## src/rtl/ctrl_pkg.sv

```systemverilog
// Shared types and constants for the multi-cycle RV32I control FSM.
package ctrl_pkg;

  typedef enum logic [3:0] {
    FETCH, DECODE, EXEC, MEM_ADDR, MEM_RD, MEM_WR, WB_ALU, WB_MEM,
    BRANCH, JAL, JALR, LUI, TRAP
  } state_t;

  localparam logic [6:0] OP_R      = 7'b0110011;
  localparam logic [6:0] OP_I      = 7'b0010011;
  localparam logic [6:0] OP_LOAD   = 7'b0000011;
  localparam logic [6:0] OP_STORE  = 7'b0100011;
  localparam logic [6:0] OP_BRANCH = 7'b1100011;
  localparam logic [6:0] OP_JAL    = 7'b1101111;
  localparam logic [6:0] OP_JALR   = 7'b1100111;
  localparam logic [6:0] OP_LUI    = 7'b0110111;
  localparam logic [6:0] OP_AUIPC  = 7'b0010111;

  typedef enum logic [1:0] {PC_ALU, PC_ALUOUT, PC_ALU_ALIGN}    pc_src_t;
  typedef enum logic [1:0] {A_PC, A_RS1, A_OLDPC}               a_sel_t;
  typedef enum logic [1:0] {B_RS2, B_IMM, B_FOUR}               b_sel_t;
  typedef enum logic [1:0] {WB_ALUOUT, WB_MDR, WB_PC, WB_IMM}   wb_sel_t;

  // ALU-control-ROM addresses, {funct7[5], funct3} encoding
  localparam logic [3:0] ADDR_ADD  = 4'd0;
  localparam logic [3:0] ADDR_SUB  = 4'd8;
  localparam logic [3:0] ADDR_SLT  = 4'd2;
  localparam logic [3:0] ADDR_SLTU = 4'd3;

endpackage

```

## src/rtl/multicycle_ctrl_branch_eval.sv

```systemverilog
// Branch compare selection and taken decision from funct3 and ALU flags.
module branch_eval
  import ctrl_pkg::*;
(
  input  logic [2:0] i_funct3,
  input  logic       i_alu_zero,
  input  logic       i_alu_lsb,
  output logic [3:0] o_alu_addr,
  output logic       o_taken
);

  logic w_cond;

  // funct3[2:1] picks the compare op, funct3[0] inverts the sense
  always_comb begin
    o_alu_addr = ADDR_SUB;
    w_cond     = 1'b0;
    o_taken    = 1'b0;
    case (i_funct3[2:1])
      2'b00: begin o_alu_addr = ADDR_SUB;  w_cond = i_alu_zero; end
      2'b10: begin o_alu_addr = ADDR_SLT;  w_cond = i_alu_lsb;  end
      2'b11: begin o_alu_addr = ADDR_SLTU; w_cond = i_alu_lsb;  end
      default: ; // funct3 2/3 never reach BRANCH (trapped in decode)
    endcase
    if (i_funct3[2:1] != 2'b01) o_taken = w_cond ^ i_funct3[0];
  end

endmodule

```

## src/rtl/multicycle_ctrl.sv

```systemverilog
// Multi-cycle RV32I sequencer: FSM, datapath controls, retire counter.
module multicycle_ctrl
  import ctrl_pkg::*;
#(
  parameter int RETIRE_W   = 32,
  parameter int ALU_ADDR_W = 4
) (
  input  logic                  clk,
  input  logic                  rst,
  input  logic [6:0]            opcode,
  input  logic [2:0]            funct3,
  input  logic [6:0]            funct7,
  input  logic                  alu_zero,
  input  logic                  alu_lsb,
  input  logic                  mem_ready,
  output logic                  mem_req,
  output logic                  mem_we,
  output logic                  addr_sel,
  output logic                  ir_write,
  output logic                  mdr_write,
  output logic                  pc_write,
  output logic [1:0]            pc_src,
  output logic [1:0]            a_sel,
  output logic [1:0]            b_sel,
  output logic [ALU_ADDR_W-1:0] alu_addr,
  output logic                  reg_write,
  output logic [1:0]            wb_sel,
  output logic                  instr_retired,
  output logic [RETIRE_W-1:0]   retire_count,
  output logic                  illegal_instr
);

  state_t              r_state, w_next;
  logic [RETIRE_W-1:0] r_retire_count;
  logic                r_illegal;
  logic                w_r_legal, w_retire, w_taken;
  logic [3:0]          w_br_addr;

  branch_eval u_branch_eval (
    .i_funct3   (funct3),
    .i_alu_zero (alu_zero),
    .i_alu_lsb  (alu_lsb),
    .o_alu_addr (w_br_addr),
    .o_taken    (w_taken)
  );

  // Only ADD/SLL/.../AND plus SUB and SRA are legal R-type encodings
  assign w_r_legal = (funct7 == 7'h00) ||
                     (funct7 == 7'h20 && (funct3 == 3'd0 || funct3 == 3'd5));

  // State register
  always_ff @(posedge clk or posedge rst) begin
    if (rst) r_state <= FETCH;
    else     r_state <= w_next;
  end

  // Next-state logic
  always_comb begin
    w_next = r_state;
    case (r_state)
      FETCH:    if (mem_ready) w_next = DECODE;
      DECODE: begin
        case (opcode)
          OP_R:               w_next = w_r_legal ? EXEC : TRAP;
          OP_I:               w_next = EXEC;
          OP_LOAD, OP_STORE:  w_next = MEM_ADDR;
          OP_BRANCH:          w_next = (funct3[2:1] == 2'b01) ? TRAP : BRANCH;
          OP_JAL:             w_next = JAL;
          OP_JALR:            w_next = JALR;
          OP_LUI:             w_next = LUI;
          OP_AUIPC:           w_next = WB_ALU;
          default:            w_next = TRAP;
        endcase
      end
      EXEC:     w_next = WB_ALU;
      MEM_ADDR: w_next = (opcode == OP_LOAD) ? MEM_RD : MEM_WR;
      MEM_RD:   if (mem_ready) w_next = WB_MEM;
      MEM_WR:   if (mem_ready) w_next = FETCH;
      WB_ALU, WB_MEM, BRANCH, JAL, JALR, LUI: w_next = FETCH;
      TRAP:     w_next = TRAP;
      default:  w_next = FETCH;
    endcase
  end

  // Retire is any return to FETCH from another state
  assign w_retire = !rst && (r_state != FETCH) && (w_next == FETCH);

  // Output decode; reset forces everything low without waiting for a clock
  always_comb begin
    mem_req   = 1'b0;
    mem_we    = 1'b0;
    addr_sel  = 1'b0;
    ir_write  = 1'b0;
    mdr_write = 1'b0;
    pc_write  = 1'b0;
    pc_src    = PC_ALU;
    a_sel     = A_PC;
    b_sel     = B_RS2;
    alu_addr  = ALU_ADDR_W'(ADDR_ADD);
    reg_write = 1'b0;
    wb_sel    = WB_ALUOUT;
    if (!rst) begin
      case (r_state)
        FETCH: begin
          mem_req  = 1'b1;
          b_sel    = B_FOUR;
          ir_write = mem_ready;
          pc_write = mem_ready;
        end
        DECODE: begin
          a_sel = A_OLDPC;
          b_sel = B_IMM;
        end
        EXEC: begin
          a_sel = A_RS1;
          if (opcode == OP_R) begin
            b_sel    = B_RS2;
            alu_addr = ALU_ADDR_W'({funct7[5], funct3});
          end else begin
            b_sel    = B_IMM;
            alu_addr = ALU_ADDR_W'({(funct3 == 3'd5) & funct7[5], funct3});
          end
        end
        MEM_ADDR: begin
          a_sel = A_RS1;
          b_sel = B_IMM;
        end
        MEM_RD: begin
          mem_req   = 1'b1;
          addr_sel  = 1'b1;
          mdr_write = mem_ready;
        end
        MEM_WR: begin
          mem_req  = 1'b1;
          mem_we   = 1'b1;
          addr_sel = 1'b1;
        end
        WB_ALU: begin reg_write = 1'b1; wb_sel = WB_ALUOUT; end
        WB_MEM: begin reg_write = 1'b1; wb_sel = WB_MDR;    end
        BRANCH: begin
          a_sel    = A_RS1;
          b_sel    = B_RS2;
          alu_addr = ALU_ADDR_W'(w_br_addr);
          pc_write = w_taken;
          pc_src   = PC_ALUOUT;
        end
        JAL: begin
          reg_write = 1'b1;
          wb_sel    = WB_PC;
          pc_write  = 1'b1;
          pc_src    = PC_ALUOUT;
        end
        JALR: begin
          a_sel     = A_RS1;
          b_sel     = B_IMM;
          pc_write  = 1'b1;
          pc_src    = PC_ALU_ALIGN;
          reg_write = 1'b1;
          wb_sel    = WB_PC;
        end
        LUI: begin reg_write = 1'b1; wb_sel = WB_IMM; end
        default: ;
      endcase
    end
  end

  // Retire counter (wraps) and sticky illegal-instruction flag
  always_ff @(posedge clk or posedge rst) begin
    if (rst) begin
      r_retire_count <= '0;
      r_illegal      <= 1'b0;
    end else begin
      if (w_retire)       r_retire_count <= r_retire_count + RETIRE_W'(1);
      if (w_next == TRAP) r_illegal      <= 1'b1;
    end
  end

  assign instr_retired = w_retire;
  assign retire_count  = r_retire_count;
  assign illegal_instr = r_illegal;

endmodule

```

## config.mk

```make
export PLATFORM = sky130hd
export DESIGN_NAME = multicycle_ctrl
export DESIGN_NICKNAME = d
export VERILOG_FILES = /design/src/rtl/ctrl_pkg.sv /design/src/rtl/multicycle_ctrl_branch_eval.sv /design/src/rtl/multicycle_ctrl.sv
export SDC_FILE = /design/constraint.sdc
export NUM_CORES = 1
export LEC_CHECK = 0
export ABC_CLOCK_PERIOD_IN_PS = 2700
export BUFFER_PORTS_ARGS = -buffer_cell sky130_fd_sc_hd__buf_2
export CORE_UTILIZATION = 46
export DETAILED_ROUTE_END_ITERATION = 8
export GPL_TIMING_DRIVEN = 0
export PLACE_DENSITY = 0.86
export SLEW_MARGIN = 20
export SYNTH_ARGS = -nofsm -noshare
export SYNTH_HDL_FRONTEND = slang
export SYNTH_SLANG_ARGS = --single-unit
```

## constraint.sdc

```tcl
create_clock -name clk -period 2.7 [get_ports clk]
set_input_delay 0.54 -clock clk [delete_from_list [all_inputs] [get_ports clk]]
set_output_delay 0.54 -clock clk [all_outputs]
set_load 0.05 [all_outputs]
```

==> run_results.csv, run 1 <==
group,metric,value,unit
pwr,peakVddDrop,0.648,mV
global_route,grt_max_degree,21,
pwr,swShare,0.476,
worst_setup_path,crit_fanout,8,
sta,rsz0062_at_grt,"yes",
sta,relSlewSlack,0.388,
logic_synthesis,synth_nets,276,
worst_setup_path,crit_top_cell,"buf_6",
floorplan,die-height,74.4,µm
layout,final_common_cell,"buf_2",
routing,wl_met3,202,µm
global_route,grt_pass1_vias,2106,
floorplan,rows,25,
clock_network,clockBufferDepth,2,
worst_setup_path,end_kind,"output pin",
clock_network,cts.sinks,37,
logic_synthesis,synth_area_leaders,"dfrtp_1 (38%), xnor2_1 (11%), nand2_1 (3.6%)",
routing,dr.pass1.iters,4,
worst_setup_path,cp.depth,9,
worst_setup_path,path_delay_family,"simple AND/OR/NAND/NOR gates",
pwr,comb_power_share,0.537,
floorplan,core-area,0.00488,mm²
routing,wirelength,5.72,mm
clock_network,cts_buffers,5,
place,dp_slack,-0.396,ns
logic_synthesis,muxShareOfSynthArea,0.0130,
worst_setup_path,crit_type,"primary input to output pin",
place,dp_hpwl,4.05,mm
worst_setup_path,arrival,2.11,ns
routing,wl_met2,2.87,mm
logic_synthesis,async_flop_share,1.00,
routing,vias,2215,
worst_setup_path,critical_path_buf_inv_count,4,
sta,post-route-period-util,0.981,
clock_network,clk_latency,0.28,ns
floorplan,start_util,0.494,
sta,period_minus_slack,2.65,ns
layout,drive_gt1_frac,0.361,
floorplan,die_w,74.4,µm
floorplan,die_area,0.00554,mm²
logic_synthesis,yosys_warnings,0,
clock_network,cts_max_level,2,
worst_setup_path,critPathSlowestCell,"or4_4",
sta,finalMaxSlewViolations,0,
layout,syn2layout_area_growth,27.7,%
worst_setup_path,required,2.16,ns
logic_synthesis,yosys.area.top_type,"dfrtp_1",
clock_network,root_buffer,"clkbuf_8",
sta,fin_skew,0.00501,ns
routing,drc_errors,0,
routing,routedWlPerCell,14.1,µm
logic_synthesis,synthXorXnorAreaFrac,0.123,
pwr,p_leak,1.46,nW
global_route,gr-usage-all-layers,0.220,
layout,n_antenna_cell,0,
pwr,p_clk_frac,0.158,
routing,drt-met1-wl,2.58,mm
clock_network,ctsHoldBuffers,0,
floorplan,io_pins,75,
layout,final_cell_mix,"buf_2 (72), dfrtp_1 (37), xnor2_1 (31)",
sta,worst_pin_slew,0.913,ns
logic_synthesis,yosys_most_used_dff,"dfrtp_1",
routing,vias_per_cell,5.47,
routing,dr.first_iter.drc_count,109,
worst_setup_path,r2r_cells,7,
job,drv_cap,0,
min_path,min_path_type,"primary input to asynchronous set/reset pin",
global_route,antenna_found_initial,0,
place,gp_congestion,0.834,
sta,hold_slack,0.353,ns
pwr,powerDensity,743,mW/mm²
logic_synthesis,postSynthCellCount,253,
logic_synthesis,synthAdderAreaFrac,0.00519,
logic_synthesis,synth-simple-area-share,0.290,
routing,detail-route-antenna-nets,0,
sta,setup_slack,0.0500,ns
logic_synthesis,synth_top_cell_area_share,0.384,
global_route,grt_pass1_wl,9.34,mm
clock_network,cts_tree,"built",
routing,top_layer,"met4",
logic_synthesis,synth_area_per_cell,9.53,µm²
logic_synthesis,synth.distinct_cells,61,
pwr,power.internal,0.00120,W
sta,hold_violations,0,
clock_network,clk_pin_slew,0.07,ns
logic_synthesis,synth_top_family_by_area,"simple AND/OR/NAND/NOR gates",
global_route,grt_overflow,0,
layout,final_nets,360,
run_status,status,"finished clean",
pwr,p_sw,0.00109,W
logic_synthesis,synth-edff-count,0,
pwr,seq_power_share,0.304,
worst_setup_path,setup.worst_path.start_class,"primary input",
logic_synthesis,synth_compound_area_frac,0.133,
logic_synthesis,seq_area_frac_synth,0.384,
worst_setup_path,slowest_delay,0.54,ns
sta,clock.fmax,377,MHz
logic_synthesis,syn-cell-area,0.00241,mm²
logic_synthesis,synth_seq_cells,37,
place,port_buffers,70,
sta,setup_viol,0,
worst_setup_path,path_cells,"buf_2 > buf_6 > nand2_1 > or4_4 > a21o_4 > a31oi_4 > nor3_4 > buf_6 > buf_6",
## repair_timing
item | in CTS | in global routing
gates resized for setup | 8 | 8
endpoints found under the setup margin | 3 | 2
setup buffers | 3 | 3
cloned | 1 | 0
pin swaps | 3 | 3
## kinds of logic (layout without fill, tap and decap cells)
group                      after synthesis  count (layout)
muxes                                    3               3
AOI/OAI and AO/OA                       39              39
xor gates and xnor gates                34              34
adders and majority gates                1               1
buffers and inverters                   23             108
DFF                                     37              37
and+or+nand+nor                        116             116
## state kept, by name (all words and copies together), names as in the netlist
signal and flops:
r_state 4, retire_count 32, illegal_instr 1
## worst register-to-register path, delay by kind of cell, from the launching register on
kind | cells | cell delay, ns
flip-flops | 1 | 0.44
AND/OR/NAND/NOR | 6 | 1.61
XOR/XNOR | 1 | 0.16
## layer usage
metal	up-vias	track usage
li1	1079	-
met2	55	0.361
met5	-	0
met3	6	0.0447
met1	1075	0.283
met4	0	0.0881
## final timing paths
path	from	to	slack, ns
worst max-delay path	opcode[4]	instr_retired	0.05
worst min-delay path	rst	retire_count[5]$_DFFE_PP0P_	0.35
worst max register to register	retire_count[7]$_DFFE_PP0P_	retire_count[22]$_DFFE_PP0P_	0.36
worst min register to register	illegal_instr$_DFFE_PP0N_	illegal_instr$_DFFE_PP0N_	0.47
max in group asynchronous	rst	r_state[0]$_DFF_PP0_	1.75
min in group clk	illegal_instr$_DFFE_PP0N_	illegal_instr$_DFFE_PP0N_	0.47
## layout make-up
class | instances | area, µm²
clock buffer | 6 | 72.6
sequential | 37 | 926
fill | 417 | 1800
clock inverter | 2 | 10.0
timing repair buffer | 76 | 402
inverter | 5 | 22.5
buffer | 18 | 114
timing repair inverter | 1 | 5.00
tap | 67 | 83.8
multi-input combinational | 193 | 1450
## synthesized netlist by cell type (all sizes together), types with 2 or more instances
| library cell | instances |
|---|---|
| a21o | 5 |
| a31oi | 5 |
| inv | 5 |
| nand4 | 12 |
| a22oi | 2 |
| o21ai | 7 |
| nand2 | 23 |
| mux2i | 2 |
| a32oi | 2 |
| or2 | 2 |
| xor2 | 3 |
| and3 | 11 |
| a211oi | 2 |
| xnor2 | 31 |
| nand2b | 3 |
| or4 | 2 |
| dfrtp | 37 |
| buf | 11 |
| and2 | 2 |
| and4 | 3 |
| nand3b | 3 |
| nand3 | 17 |
| nor3 | 8 |
| a211o | 5 |
| clkbuf | 7 |
| nor4 | 3 |
| nor2 | 16 |
| and3b | 2 |
| a21oi | 3 |
## stage by stage
step                       TNS, ns  total power [W]  cell area [µm²]  cells   util
after floorplan             -0.159          0.00161             2450    253      -
after CTS                        0          0.00227             3030    402  0.621
after global placement      -0.469          0.00183             2890    390  0.592
final                            0          0.00229             3080    405  0.631
after detailed placement     -1.03          0.00186             2890    390  0.592
after global routing      -0.00756          0.00243             3080    405  0.631
## power by group through the flow
stage / sequential (W) / combinational (W) / clock [W]
after floorplan: 0.000821 / 0.000790 / 0
after global placement: 0.000699 / 0.00113 / 0
after detailed placement: 0.000704 / 0.00115 / 0
after CTS: 0.000695 / 0.00119 / 0.000377
after global routing: 0.000709 / 0.00131 / 0.000402
final: 0.000696 / 0.00123 / 0.000363
No activity file was read; power rests on OpenSTA's default activity.
==> run 2, diff against run 1 <==
Settings changed: ABC_CLOCK_PERIOD_IN_PS 2700 to 3000, CORE_UTILIZATION 46 to 51, PLACE_DENSITY 0.86 to 0.9.
Clock period 2.7 ns to 3 ns, I/O delays scaled along.
==> run_results.csv, run 2 (synthesis results as in run 1) <==
group,metric,value,unit
floorplan,die_area,0.00501,mm²
worst_setup_path,worstReg2RegStart,"retire_count[7]$_DFFE_PP0P_",
layout,largest_reg_flops,32,
pwr,p_clk_frac,0.164,
layout,final_common_cell,"buf_2",
layout,n_antenna_cell,0,
clock_network,cts_max_level,2,
clock_network,cts.sinks,37,
routing,routedWlPerCell,14.9,µm
place,gp_congestion,0.801,
clock_network,cts_buffers,5,
floorplan,die-height,70.8,µm
layout,syn2layout_area_growth,23.0,%
min_path,min_path_type,"primary input to asynchronous set/reset pin",
sta,worst_pin_slew,0.768,ns
pwr,powerDensity,681,mW/mm²
routing,detail-route-antenna-nets,0,
sta,rsz0062_at_grt,"no",
worst_setup_path,reg2reg_slack,0.62,ns
clock_network,ctsHoldBuffers,0,
global_route,grt_overflow,0,
run_status,status,"finished, violations left",
routing,vias,2213,
routing,vias_per_cell,5.73,
clock_network,clk_pin_slew,0.06,ns
pwr,swShare,0.482,
floorplan,io_pins,75,
place,port_buffers,70,
pwr,comb_power_share,0.524,
worst_setup_path,r2r_cells,7,
clock_network,clockBufferDepth,2,
run_status,violations,"design-rule violations",
clock_network,cts_tree,"built",
layout,drive_gt1_frac,0.323,
global_route,grt_max_degree,34,
layout,final_cell_mix,"buf_2 (73), dfrtp_1 (37), xnor2_1 (31)",
global_route,grt_pass1_vias,2117,
global_route,antenna_found_initial,0,
sta,fin_skew,0.00654,ns
pwr,seq_power_share,0.312,
place,dp_hpwl,4.25,mm
sta,period_minus_slack,2.93,ns
worst_setup_path,crit_fanout,10,
worst_setup_path,required,2.40,ns
job,drv_cap,0,
floorplan,die_w,70.8,µm
worst_setup_path,arrival,2.33,ns
worst_setup_path,crit_type,"primary input to output pin",
floorplan,start_util,0.543,
sta,finalMaxSlewViolations,0,
routing,drc_errors,12,
worst_setup_path,end_kind,"output pin",
routing,wirelength,5.75,mm
layout,final_nets,356,
pwr,p_leak,1.44,nW
floorplan,rows,24,
floorplan,core-area,0.00444,mm²
global_route,grt_pass1_wl,9.60,mm
place,dp_slack,-0.0679,ns
pwr,power.internal,0.00105,W
sta,setup_slack,0.0676,ns
sta,setup_viol,0,
sta,post-route-period-util,0.977,
sta,hold_violations,0,
clock_network,root_buffer,"clkbuf_8",
sta,clock.fmax,341,MHz
pwr,peakVddDrop,0.688,mV
routing,dr.pass1.iters,7,
worst_setup_path,r2r_end,"retire_count[24]$_DFFE_PP0P_",
routing,dr.first_iter.drc_count,171,
pwr,total_power,0.00202,W
worst_setup_path,setup.worst_path.start_class,"primary input",
pwr,p_sw,0.000973,W
clock_network,clk_latency,0.29,ns
sta,relSlewSlack,0.484,
global_route,gr-usage-all-layers,0.237,
layout,fillCellCount,378,
==> run 2: timing repair <==
action / 4_1_cts / 5_1_grt
buffers inserted: 1 / 1
endpoints found under the setup margin: 1 / 1
gates cloned: 0 / 0
pin swaps: 1 / 1
gates resized for setup: 2 / 1
==> run 2: final cells by class <==
class	count	area [µm²]	share of cell area
Clock buffer	6	72.6	0.0245
Tap cell	52	65.1	0.0219
Clock inverter	2	10.0	0.00337
Inverter	5	18.8	0.00633
Timing Repair Buffer	73	388	0.131
Sequential cell	37	926	0.312
Multi-Input combinational cell	193	1380	0.465
Buffer	18	106	0.0358
==> run 2: power groups by stage <==
| stage | Combinational, W | Sequential, W | Clock, W |
|---|---|---|---|
| 2_1_floorplan | 0.000697 | 0.000739 | 0 |
| 3_3_place_gp | 0.000999 | 0.000629 | 0 |
| 3_5_place_dp | 0.00103 | 0.000635 | 0 |
| 4_1_cts | 0.00105 | 0.000626 | 0.000341 |
| 5_1_grt | 0.00114 | 0.000643 | 0.000366 |
| 6_report | 0.00106 | 0.000630 | 0.000332 |
==> run 2: worst max-delay path by stage <==
stage                     slack, ns  cells past startpoint            startpoint       endpoint
after floorplan                0.02                      5             funct3[0]       pc_write
after global placement        -0.71                      7                   rst  instr_retired
after detailed placement      -0.07                      8             opcode[2]  instr_retired
after CTS                      0.01                      8             opcode[2]  instr_retired
after global routing           0.01                      7  r_state[3]$_DFF_PP0_  instr_retired
final                          0.07                      8             opcode[2]  instr_retired
==> run 2: worst max-delay path, cell delays in order <==
cell	delay (ns)
buf_2	0.11
or2_1	0.25
or4_4	0.54
a21o_2	0.24
a31oi_4	0.18
nor3_4	0.07
buf_6	0.15
buf_4	0.19
==> run 2: metal layers <==
| metal | share of wire | up-vias | global-route usage | wire, µm |
|---|---|---|---|---|
| li1 | - | 1077 | - | - |
| met3 | 0.051 | 5 | 0.0484 | 295 |
| met4 | 0.0063 | 0 | 0.0556 | 36 |
| met5 | 0 | - | 0 | 0 |
| met2 | 0.50 | 61 | 0.405 | 2860 |
| met1 | 0.44 | 1070 | 0.311 | 2550 |
==> run 2: per-stage QoR <==
step,utilization,area (µm²),cells,hold slack (ns),setup TNS (ns)
after global placement,0.639,2840,375,0.441,-8.07
final,0.668,2970,386,0.254,0
after CTS,0.665,2960,385,0.243,0
after floorplan,-,2420,253,0.635,0
after global routing,0.668,2970,386,0.255,0
after detailed placement,0.644,2860,376,0.441,-0.0679
